[config.mk]
export PLATFORM = sky130hd
export DESIGN_NAME = mem_port_arbiter
export DESIGN_NICKNAME = d
export VERILOG_FILES = /design/src/rtl/mem_port_arbiter_pkg.sv /design/src/rtl/mem_port_arbiter_rr_select.sv /design/src/rtl/mem_port_arbiter.sv
export SDC_FILE = /design/constraint.sdc
export NUM_CORES = 1
export LEC_CHECK = 0
export CORE_MARGIN = 8
export CORE_UTILIZATION = 39
export CTS_CLUSTER_DIAMETER = 60
export DETAILED_ROUTE_END_ITERATION = 6
export PLACE_DENSITY = 0.81
export RECOVER_POWER = 25
export SYNTH_ARGS = -nofsm -noshare
export SYNTH_HDL_FRONTEND = slang
export SYNTH_SLANG_ARGS = --single-unit
[constraint.sdc]
create_clock -name clk -period 1.8 [get_ports clk]
set_input_delay 0.27 -clock clk [delete_from_list [all_inputs] [get_ports clk]]
set_output_delay 0.27 -clock clk [all_outputs]
set_load 0.02 [all_outputs]
[src/rtl/mem_port_arbiter_pkg.sv]
// Shared types and index helpers for the memory-port arbiter.
// Channel indices are small unsigned values that wrap at the channel count.
package mem_port_arbiter_pkg;

    localparam int DEF_ADDR_W = 32;
    localparam int DEF_DATA_W = 32;
    localparam int DEF_MBE_W  = DEF_DATA_W / 8;

    typedef int unsigned uint_t;

    typedef enum logic [1:0] {
        IDLE  = 2'd0,
        ISSUE = 2'd1,
        RESP  = 2'd2
    } arb_state_t;

    typedef struct packed {
        logic                  read;
        logic                  write;
        logic [DEF_MBE_W-1:0]  mbe;
        logic [DEF_ADDR_W-1:0] addr;
        logic [DEF_DATA_W-1:0] wdata;
    } mem_req_t;

    // (a + b) mod n, valid while both operands are already below n
    function automatic uint_t wrap_add(uint_t a, uint_t b, uint_t n);
        uint_t s;
        s = a + b;
        return (s >= n) ? (s - n) : s;
    endfunction

    function automatic uint_t wrap_inc(uint_t idx, uint_t n);
        return wrap_add(idx, 32'd1, n);
    endfunction

endpackage

[src/rtl/mem_port_arbiter_rr_select.sv]
// Combinational requester search: first requesting channel at or after ptr, wrapping.
// A pointer tied to zero gives plain lowest-index fixed priority.
module mem_port_arbiter_rr_select
    import mem_port_arbiter_pkg::*;
#(
    parameter int NUM_CH = 2,
    parameter int IDX_W  = 1
) (
    input  logic [NUM_CH-1:0] req,
    input  logic [IDX_W-1:0]  ptr,
    output logic [IDX_W-1:0]  grant,
    output logic              valid
);

    logic [IDX_W-1:0] idx;

    always_comb begin
        grant = '0;
        idx   = '0;
        valid = |req;
        // walk from the farthest offset back towards ptr so the nearest requester wins
        for (int k = NUM_CH - 1; k >= 0; k--) begin
            idx = IDX_W'(wrap_add(uint_t'(ptr), uint_t'(k), uint_t'(NUM_CH)));
            if (req[idx]) begin
                grant = idx;
            end
        end
    end

endmodule

[src/rtl/mem_port_arbiter.sv]
// N-channel arbiter merging split core request ports onto one shared memory port.
// state | meaning:  IDLE - pick a requester | ISSUE - drive mem_* until mem_resp | RESP - pulse ch_resp[grant]
module mem_port_arbiter
    import mem_port_arbiter_pkg::*;
#(
    parameter int NUM_CH  = 2,
    parameter int ADDR_W  = DEF_ADDR_W,
    parameter int DATA_W  = DEF_DATA_W,
    parameter int RR_MODE = 0
) (
    input  logic                         clk,
    input  logic                         rst,
    input  logic [NUM_CH-1:0]            ch_read,
    input  logic [NUM_CH-1:0]            ch_write,
    input  logic [NUM_CH*(DATA_W/8)-1:0] ch_mbe,
    input  logic [NUM_CH*ADDR_W-1:0]     ch_addr,
    input  logic [NUM_CH*DATA_W-1:0]     ch_wdata,
    output logic [NUM_CH-1:0]            ch_resp,
    output logic [DATA_W-1:0]            ch_rdata,
    output logic                         mem_read,
    output logic                         mem_write,
    output logic [DATA_W/8-1:0]          mem_mbe,
    output logic [ADDR_W-1:0]            mem_addr,
    output logic [DATA_W-1:0]            mem_wdata,
    input  logic                         mem_resp,
    input  logic [DATA_W-1:0]            mem_rdata
);

    localparam int MBE_W = DATA_W / 8;
    localparam int IDX_W = (NUM_CH > 1) ? $clog2(NUM_CH) : 1;

    arb_state_t        state_q, state_d;
    logic [IDX_W-1:0]  grant_q, ptr_q, sel_grant;
    logic              sel_valid;
    logic [NUM_CH-1:0] ch_req;

    logic              sel_read, sel_write;
    logic [MBE_W-1:0]  sel_mbe;
    logic [ADDR_W-1:0] sel_addr;
    logic [DATA_W-1:0] sel_wdata;

    logic              read_q, write_q;
    logic [MBE_W-1:0]  mbe_q;
    logic [ADDR_W-1:0] addr_q;
    logic [DATA_W-1:0] wdata_q, rdata_q;

    logic              capture, complete;

    assign ch_req = ch_read | ch_write;

    mem_port_arbiter_rr_select #(
        .NUM_CH (NUM_CH),
        .IDX_W  (IDX_W)
    ) u_select (
        .req   (ch_req),
        .ptr   (ptr_q),
        .grant (sel_grant),
        .valid (sel_valid)
    );

    always_comb begin
        sel_read  = 1'b0;
        sel_write = 1'b0;
        sel_mbe   = '0;
        sel_addr  = '0;
        sel_wdata = '0;
        for (int i = 0; i < NUM_CH; i++) begin
            if (sel_grant == IDX_W'(i)) begin
                sel_read  = ch_read[i];
                sel_write = ch_write[i];
                sel_mbe   = ch_mbe[i*MBE_W +: MBE_W];
                sel_addr  = ch_addr[i*ADDR_W +: ADDR_W];
                sel_wdata = ch_wdata[i*DATA_W +: DATA_W];
            end
        end
    end

    assign capture  = (state_q == IDLE) && sel_valid;
    assign complete = (state_q == ISSUE) && mem_resp;

    always_ff @(posedge clk or negedge rst) begin
        if (!rst) begin
            state_q <= IDLE;
        end else begin
            state_q <= state_d;
        end
    end

    always_comb begin
        state_d   = state_q;
        mem_read  = 1'b0;
        mem_write = 1'b0;
        ch_resp   = '0;
        unique case (state_q)
            IDLE: begin
                if (sel_valid) state_d = ISSUE;
            end
            ISSUE: begin
                mem_read  = read_q;
                mem_write = write_q;
                if (mem_resp) state_d = RESP;
            end
            RESP: begin
                for (int i = 0; i < NUM_CH; i++) begin
                    ch_resp[i] = (grant_q == IDX_W'(i));
                end
                state_d = IDLE;
            end
            default: state_d = IDLE;
        endcase
    end

    // a write wins over a simultaneous read on the same channel
    always_ff @(posedge clk or negedge rst) begin
        if (!rst) begin
            grant_q <= '0;
            read_q  <= 1'b0;
            write_q <= 1'b0;
            mbe_q   <= '0;
            addr_q  <= '0;
            wdata_q <= '0;
        end else if (capture) begin
            grant_q <= sel_grant;
            read_q  <= sel_read & ~sel_write;
            write_q <= sel_write;
            mbe_q   <= sel_mbe;
            addr_q  <= sel_addr;
            wdata_q <= sel_wdata;
        end
    end

    always_ff @(posedge clk or negedge rst) begin
        if (!rst) begin
            rdata_q <= '0;
        end else if (complete) begin
            rdata_q <= mem_rdata;
        end
    end

    always_ff @(posedge clk or negedge rst) begin
        if (!rst) begin
            ptr_q <= '0;
        end else if ((RR_MODE != 0) && (state_q == RESP)) begin
            ptr_q <= IDX_W'(wrap_inc(uint_t'(grant_q), uint_t'(NUM_CH)));
        end
    end

    assign mem_mbe   = mbe_q;
    assign mem_addr  = addr_q;
    assign mem_wdata = wdata_q;
    assign ch_rdata  = rdata_q;

endmodule
### Word-level counts from Yosys, hierarchy flattened

Index checks and enable logic that the tools add are counted.

| storage, ports and cells | value |
|---|---|
| bits in registers | 105 |
| bits of input ports | 175 |
| output and inout bits | 104 |
| word-level logic and storage cells | 47 |

| operators by class | value |
|---|---|
| $add $sub $neg | 3 |
| order comparisons | 4 |
| eq/ne operators | 4 |
| multiplexer cells | 19 |
| bitwise logic cells | 4 |
| reductions and logical operators | 5 |

Operators by type and width:

| cell | count |
|---|---|
| 32-bit two-way mux | 2 |
| 1-bit two-way mux | 12 |
| 2-bit two-way mux | 3 |
| 1-bit by 2-bit less-than comparator with 1-bit output (second input constant) | 2 |
| 4-bit two-way mux | 1 |
| 2-bit inequality test (second input constant) | 2 |
| 2-bit one-hot mux with 2 select lines | 1 |
| 1-bit by 1-bit adder with 2-bit output (second input constant) | 1 |
| 2-bit by 1-bit == test with 1-bit output (second input constant) | 1 |
| 2-bit == test (second input constant) | 1 |
| 1-bit by 2-bit >= comparator with 1-bit output (second input constant) | 1 |
| 2-bit >= comparator (second input constant) | 1 |
| 1-bit logical AND | 2 |
| 2-bit zero test | 1 |
| 1-bit NOT | 2 |
| 2-bit bitwise OR | 1 |
| 2-bit AND reduction | 1 |
| 2-bit OR reduction | 1 |
| 1-bit subtractor (second input constant) | 2 |
| 1-bit bitwise AND | 1 |

### Logic depth before layout (Yosys ltp)

Gate-level depths: netlist (run 1).

| depth | value |
|---|---|
| depth in word-level cells | 10 |
| mapped depth | 5 |
| depth with buffers taken out | 3 |

### Cells and area by module

From an unflattened synthesis (run 1), not the netlist that was laid out.

| second synthesis, totals | value |
|---|---|
| cell total of the unflattened synthesis | 393 |
| area total of the unflattened synthesis | 4583.1 sq um |

By module, submodules not included:

| module | times used | cells each | area each (sq um) | sequential area each (sq um) |
|---|---|---|---|---|
| mem_port_arbiter | 1 | 390 | 4565.6 | 2627.5 |
| mem_port_arbiter_rr_select | 1 | 3 | 17.5 | 0.0 |

### Worst setup path before layout (run 1)

Ideal clock, no wire load.

| timing path | value |
|---|---|
| path type | input to register |
| from | in ch_read[1] |
| to | reg addr_q[0], in the netlist mem_addr[0] |
| library setup time | 0.125 ns |
| data arrival time | 1.436 ns |
| data required time | 1.675 ns |
| path slack | 0.239 ns |
| cell stages on the path | 5 |
| buffers on the path | 2 |
| path through | nor2_1 buf_2 buf_4 mux2_2 mux2_4 |

| between the ends | value |
|---|---|
| longest elaborated chain between the ends | 6 |
| elaborated cells between the ends (all ways) | 10 |
| classes of those cells | mux: 7; bitwise: 1; reduce/logical: 2 |

Ends and longest elaborated chain:

| item | RTL line | text |
|---|---|---|
| start: declaration | mem_port_arbiter.sv:13 | `input logic [NUM_CH-1:0] ch_read,` |
| 2-bit bitwise OR (*) | mem_port_arbiter.sv:49 | `assign ch_req = ch_read \| ch_write;` |
| 1-bit two-way mux (implied by the code) (2 in series) | mem_port_arbiter_rr_select.sv:24 | `if (req[idx]) begin` |
| 1-bit two-way mux (2 in series) | mem_port_arbiter_rr_select.sv:24 |  |
| 32-bit two-way mux | mem_port_arbiter.sv:68 | `if (sel_grant == IDX_W'(i)) begin` |
| end signal: assignment | mem_port_arbiter.sv:127 | `addr_q <= sel_addr;` |
| end: declaration | mem_port_arbiter.sv:44 | `logic [ADDR_W-1:0] addr_q;` |

Every way passes the cells marked *; elsewhere a longest branch is shown, timed or not. The select of a mux whose other input is x is not followed.
A chain may end at the register's enable or synchronous reset.

### Final worst setup path (run 1)

| timing path | value |
|---|---|
| from | reg state_q[0] |
| to | out mem_write |

| between the ends | value |
|---|---|
| longest elaborated chain between the ends | 2 |

Ends and longest elaborated chain:

| item | RTL line | text |
|---|---|---|
| start: declaration | mem_port_arbiter.sv:32 | `arb_state_t state_q, state_d;` |
| start signal: assignment | mem_port_arbiter.sv:85 | `state_q <= state_d;` |
| 2-bit by 1-bit == test with 1-bit output | mem_port_arbiter.sv:94 | `unique case (state_q)` |
| 1-bit two-way mux | mem_port_arbiter.sv:94 |  |
| end: declaration | mem_port_arbiter.sv:21 | `output logic mem_write,` |

No other way between the ends.

==> results.yml, run 1 <==
routing:
  vias: 3644
  drcViolationCount: 0
  drt_iter0_drc: 125
  viasPerCell: 4.70
  finalWirelength_mm: 15.7
  first_pass_iters: 4
  ant_nets: 0
  wl_per_cell_microns: 20.3
timing:
  max_freq_mhz: 581
  worstMarginPinSlew_ns: 0.850
  min_period_ns: 1.72
  slew_violations: 0
  hold_violations: 0
  max_slew_margin_pct: 43.4
  whs_ns: 0.503
  finalSetupViolCount: 0
  finalClockSkew_ns: 0.0102
  post-route-period-util_pct: 95.6
synth:
  synthesis.area_sq_mm: 0.00508
  postSynthCellCount: 313
  yosys.cell_count.top_type: "dfrtp_1"
  yosys_warnings: 1
  ys_seq_area_share_pct: 51.7
  synth-edff-count: 0
  synth_ff_type: "dfrtp_1"
  async_reset_ff_share_pct: 100
  synth_cell_type_count: 20
  netlist_top_cells_count: "105 x dfrtp_1, 101 x mux2_2, 68 x mux2_4"
  yosys-top-cells-area: "dfrtp_1 52%, mux2_2 22%, mux2_4 20%, buf_8 2.1%, buf_2 0.79%"
  synth.top_cell.area_share_pct: 51.7
  syn_avg_cell_area_sq_um: 16.2
  synth_top_cell_by_area: "dfrtp_1"
  synth-seq-cells: 105
  syn_nets: 488
clock_network:
  clk_latency_ns: 0.35
  cts_setup_buffers: 0
  cts.path.max_buffers: 2
  clock-sinks: 105
  htreeDepth: 3
  cts_tree: "built"
  cts_root_buf: "clkbuf_16"
  clk_pin_slew_ns: 0.07
  cts_buffers: 9
layout:
  final_cell_area_sq_mm: 0.00836
  fin_cells: 775
  utilization_pct: 66.0
  multi_input_area_sq_mm: 0.00228
  seq_area_sq_mm: 0.00263
  drive_gt1_share_pct: 33.5
  fillers: 955
  n_antenna_cell: 0
  syn_to_final_growth_pct: 64.6
  fin_nets: 773
placement:
  portBuffers: 278
  gp_congestion: 0.809
  dp.cells: 758
  dpl.hpwl_mm: 12.4
  place_area_sq_mm: 0.00807
setup_path:
  critPathLaunchType: "flip-flop"
  crit_type: "flip-flop to output pin"
  crit_path_end_kind: "output pin"
  crit_fanout: 4
  worstPathRequired_ns: 1.53
  crit_arrival_ns: 1.45
die:
  die_area_sq_mm: 0.0169
  ios: 279
  fp.dieH_microns: 130
  core.rowCount: 41
  initial_core_util_pct: 40.1
  core_sq_mm: 0.0127
  die_w_microns: 130
power:
  power_density_mw_per_mm2: 1660
  leakagePower_nw: 3.55
  power_w: 0.0139
  ir_drop_mv: 1.01
global_routing:
  grt-ovfl-total: 0
  antenna_found_initial: 0
  grt_use_total_pct: 18.5
  grt_pass1_vias: 4310
  grt_pass1_wl_mm: 23.9
  grt_max_degree: 58
run_status:
  status: "completed"
hold_path:
  holdCritPathClass: "flip-flop to flip-flop"
flow_run:
  drv_cap: 0
## worst paths after layout
check	from	end	slack, ns	cells past startpoint
min in group asynchronous	rst	mem_wdata[27]$_DFFE_PN0P_	0.56	2
hold / removal	ch_rdata[10]$_DFFE_PN0P_	ch_rdata[10]$_DFFE_PN0P_	0.50	1
setup reg to reg	state_q[0]$_DFFE_PN0P_	mem_addr[13]$_DFFE_PN0P_	0.09	4
max in group asynchronous	rst	mem_wdata[29]$_DFFE_PN0P_	0.42	3
hold reg to reg	ch_rdata[10]$_DFFE_PN0P_	ch_rdata[10]$_DFFE_PN0P_	0.50	1
setup / recovery	state_q[0]$_DFFE_PN0P_	mem_write	0.08	3
## cell usage in the layout (no fill, tap or decap)
cell type | Yosys | layout
buf_4 | 2 | 8
nor2_1 | 3 | 2
clkbuf_1 | 0 | 1
nor2b_2 | 0 | 1
or2_0 | 1 | 1
clkbuf_16 | 0 | 9
o221a_2 | 1 | 1
mux2i_1 | 1 | 1
clkinv_2 | 0 | 1
and2_1 | 2 | 2
inv_1 | 4 | 4
nor2_4 | 0 | 1
clkbuf_2 | 0 | 1
nand2_1 | 2 | 2
mux2_2 | 101 | 101
dlygate4sd3_1 | 0 | 1
a21oi_1 | 2 | 2
o31a_2 | 0 | 1
clkbuf_8 | 0 | 2
buf_12 | 0 | 5
nor3b_1 | 1 | 1
clkdlybuf4s50_1 | 0 | 273
mux2_4 | 68 | 68
clkinvlp_4 | 0 | 3
and3b_1 | 1 | 1
a21o_1 | 1 | 1
dfrtp_1 | 105 | 105
dlygate4sd2_1 | 0 | 4
## critical path: stages (launching register included)
cell	delay (ns)
dfrtp_1	0.38
nor2b_2	0.21
and2_1	0.15
dlygate4sd2_1	0.36
## sequential cells by signal, indices dropped and copies added, names as in the netlist
| name | flops |
|---|---|
| ch_rdata | 32 |
| mem_addr | 32 |
| mem_wdata | 32 |
| mem_mbe | 4 |
| state_q | 2 |
| grant_q | 1 |
| read_q | 1 |
| write_q | 1 |
## what timing repair did
action / CTS / global route
pin swaps: 0 / 0
resized for setup: 4 / 1
hold buffers: 1 / 0
hold endpoints to repair: 30 / 0
endpoints found under the setup margin: 4 / 2
## cell type report
type	count	share of cell area [%]
timing repair buffer	292	35.2
sequential	105	31.4
multi-input combinational	186	27.2
inverter	4	0.180
clock buffer	12	3.07
clock inverter	4	0.329
tap	172	2.57
## report_power, final
| group | total, W | internal (W) | switching [W] | leakage (nW) |
|---|---|---|---|---|
| clock network | 0.00188 | 0.00101 | 0.000863 | 0.131 |
| logic | 0.00774 | 0.00442 | 0.00332 | 2.19 |
| registers | 0.00426 | 0.00358 | 0.000680 | 1.23 |
## metrics by stage
stage	TNS, ns	worst slack (ns)
after floorplan	0	0.239
after global placement	-12.05	-0.194
after detailed placement	-15.61	-0.254
after CTS	0	0.00369
after global routing	-0.00750	-0.00750
final	0	0.0796
## cells by family after synthesis
family | synth area share, %
multiplexers | 42.7
flip-flops | 51.7
buffers and inverters | 3.67
AND/OR/NAND/NOR | 1.18
AO/OA/AOI/OAI | 0.739
## layer usage
metal	share of wire (%)	vias to the layer above	GRT usage, %
met4	1.4	0	5.46
met5	0	-	0
li1	-	1678	-
met2	53	159	33.5
met3	9.7	15	7.43
met1	35	1792	19.3
Note: power is estimated with default switching activity, not from simulation.
==> run 2: changes to the inputs <==
--- a/config.mk
+++ b/config.mk
@@ -5,6 +5,7 @@
 export SDC_FILE = /design/constraint.sdc
 export NUM_CORES = 1
 export LEC_CHECK = 0
+export CAP_MARGIN = 20
 export CORE_MARGIN = 8
 export CORE_UTILIZATION = 39
 export CTS_CLUSTER_DIAMETER = 60
==> results of run 2 <==
The final DEF is identical to that of run 1; final timing and power are the same.
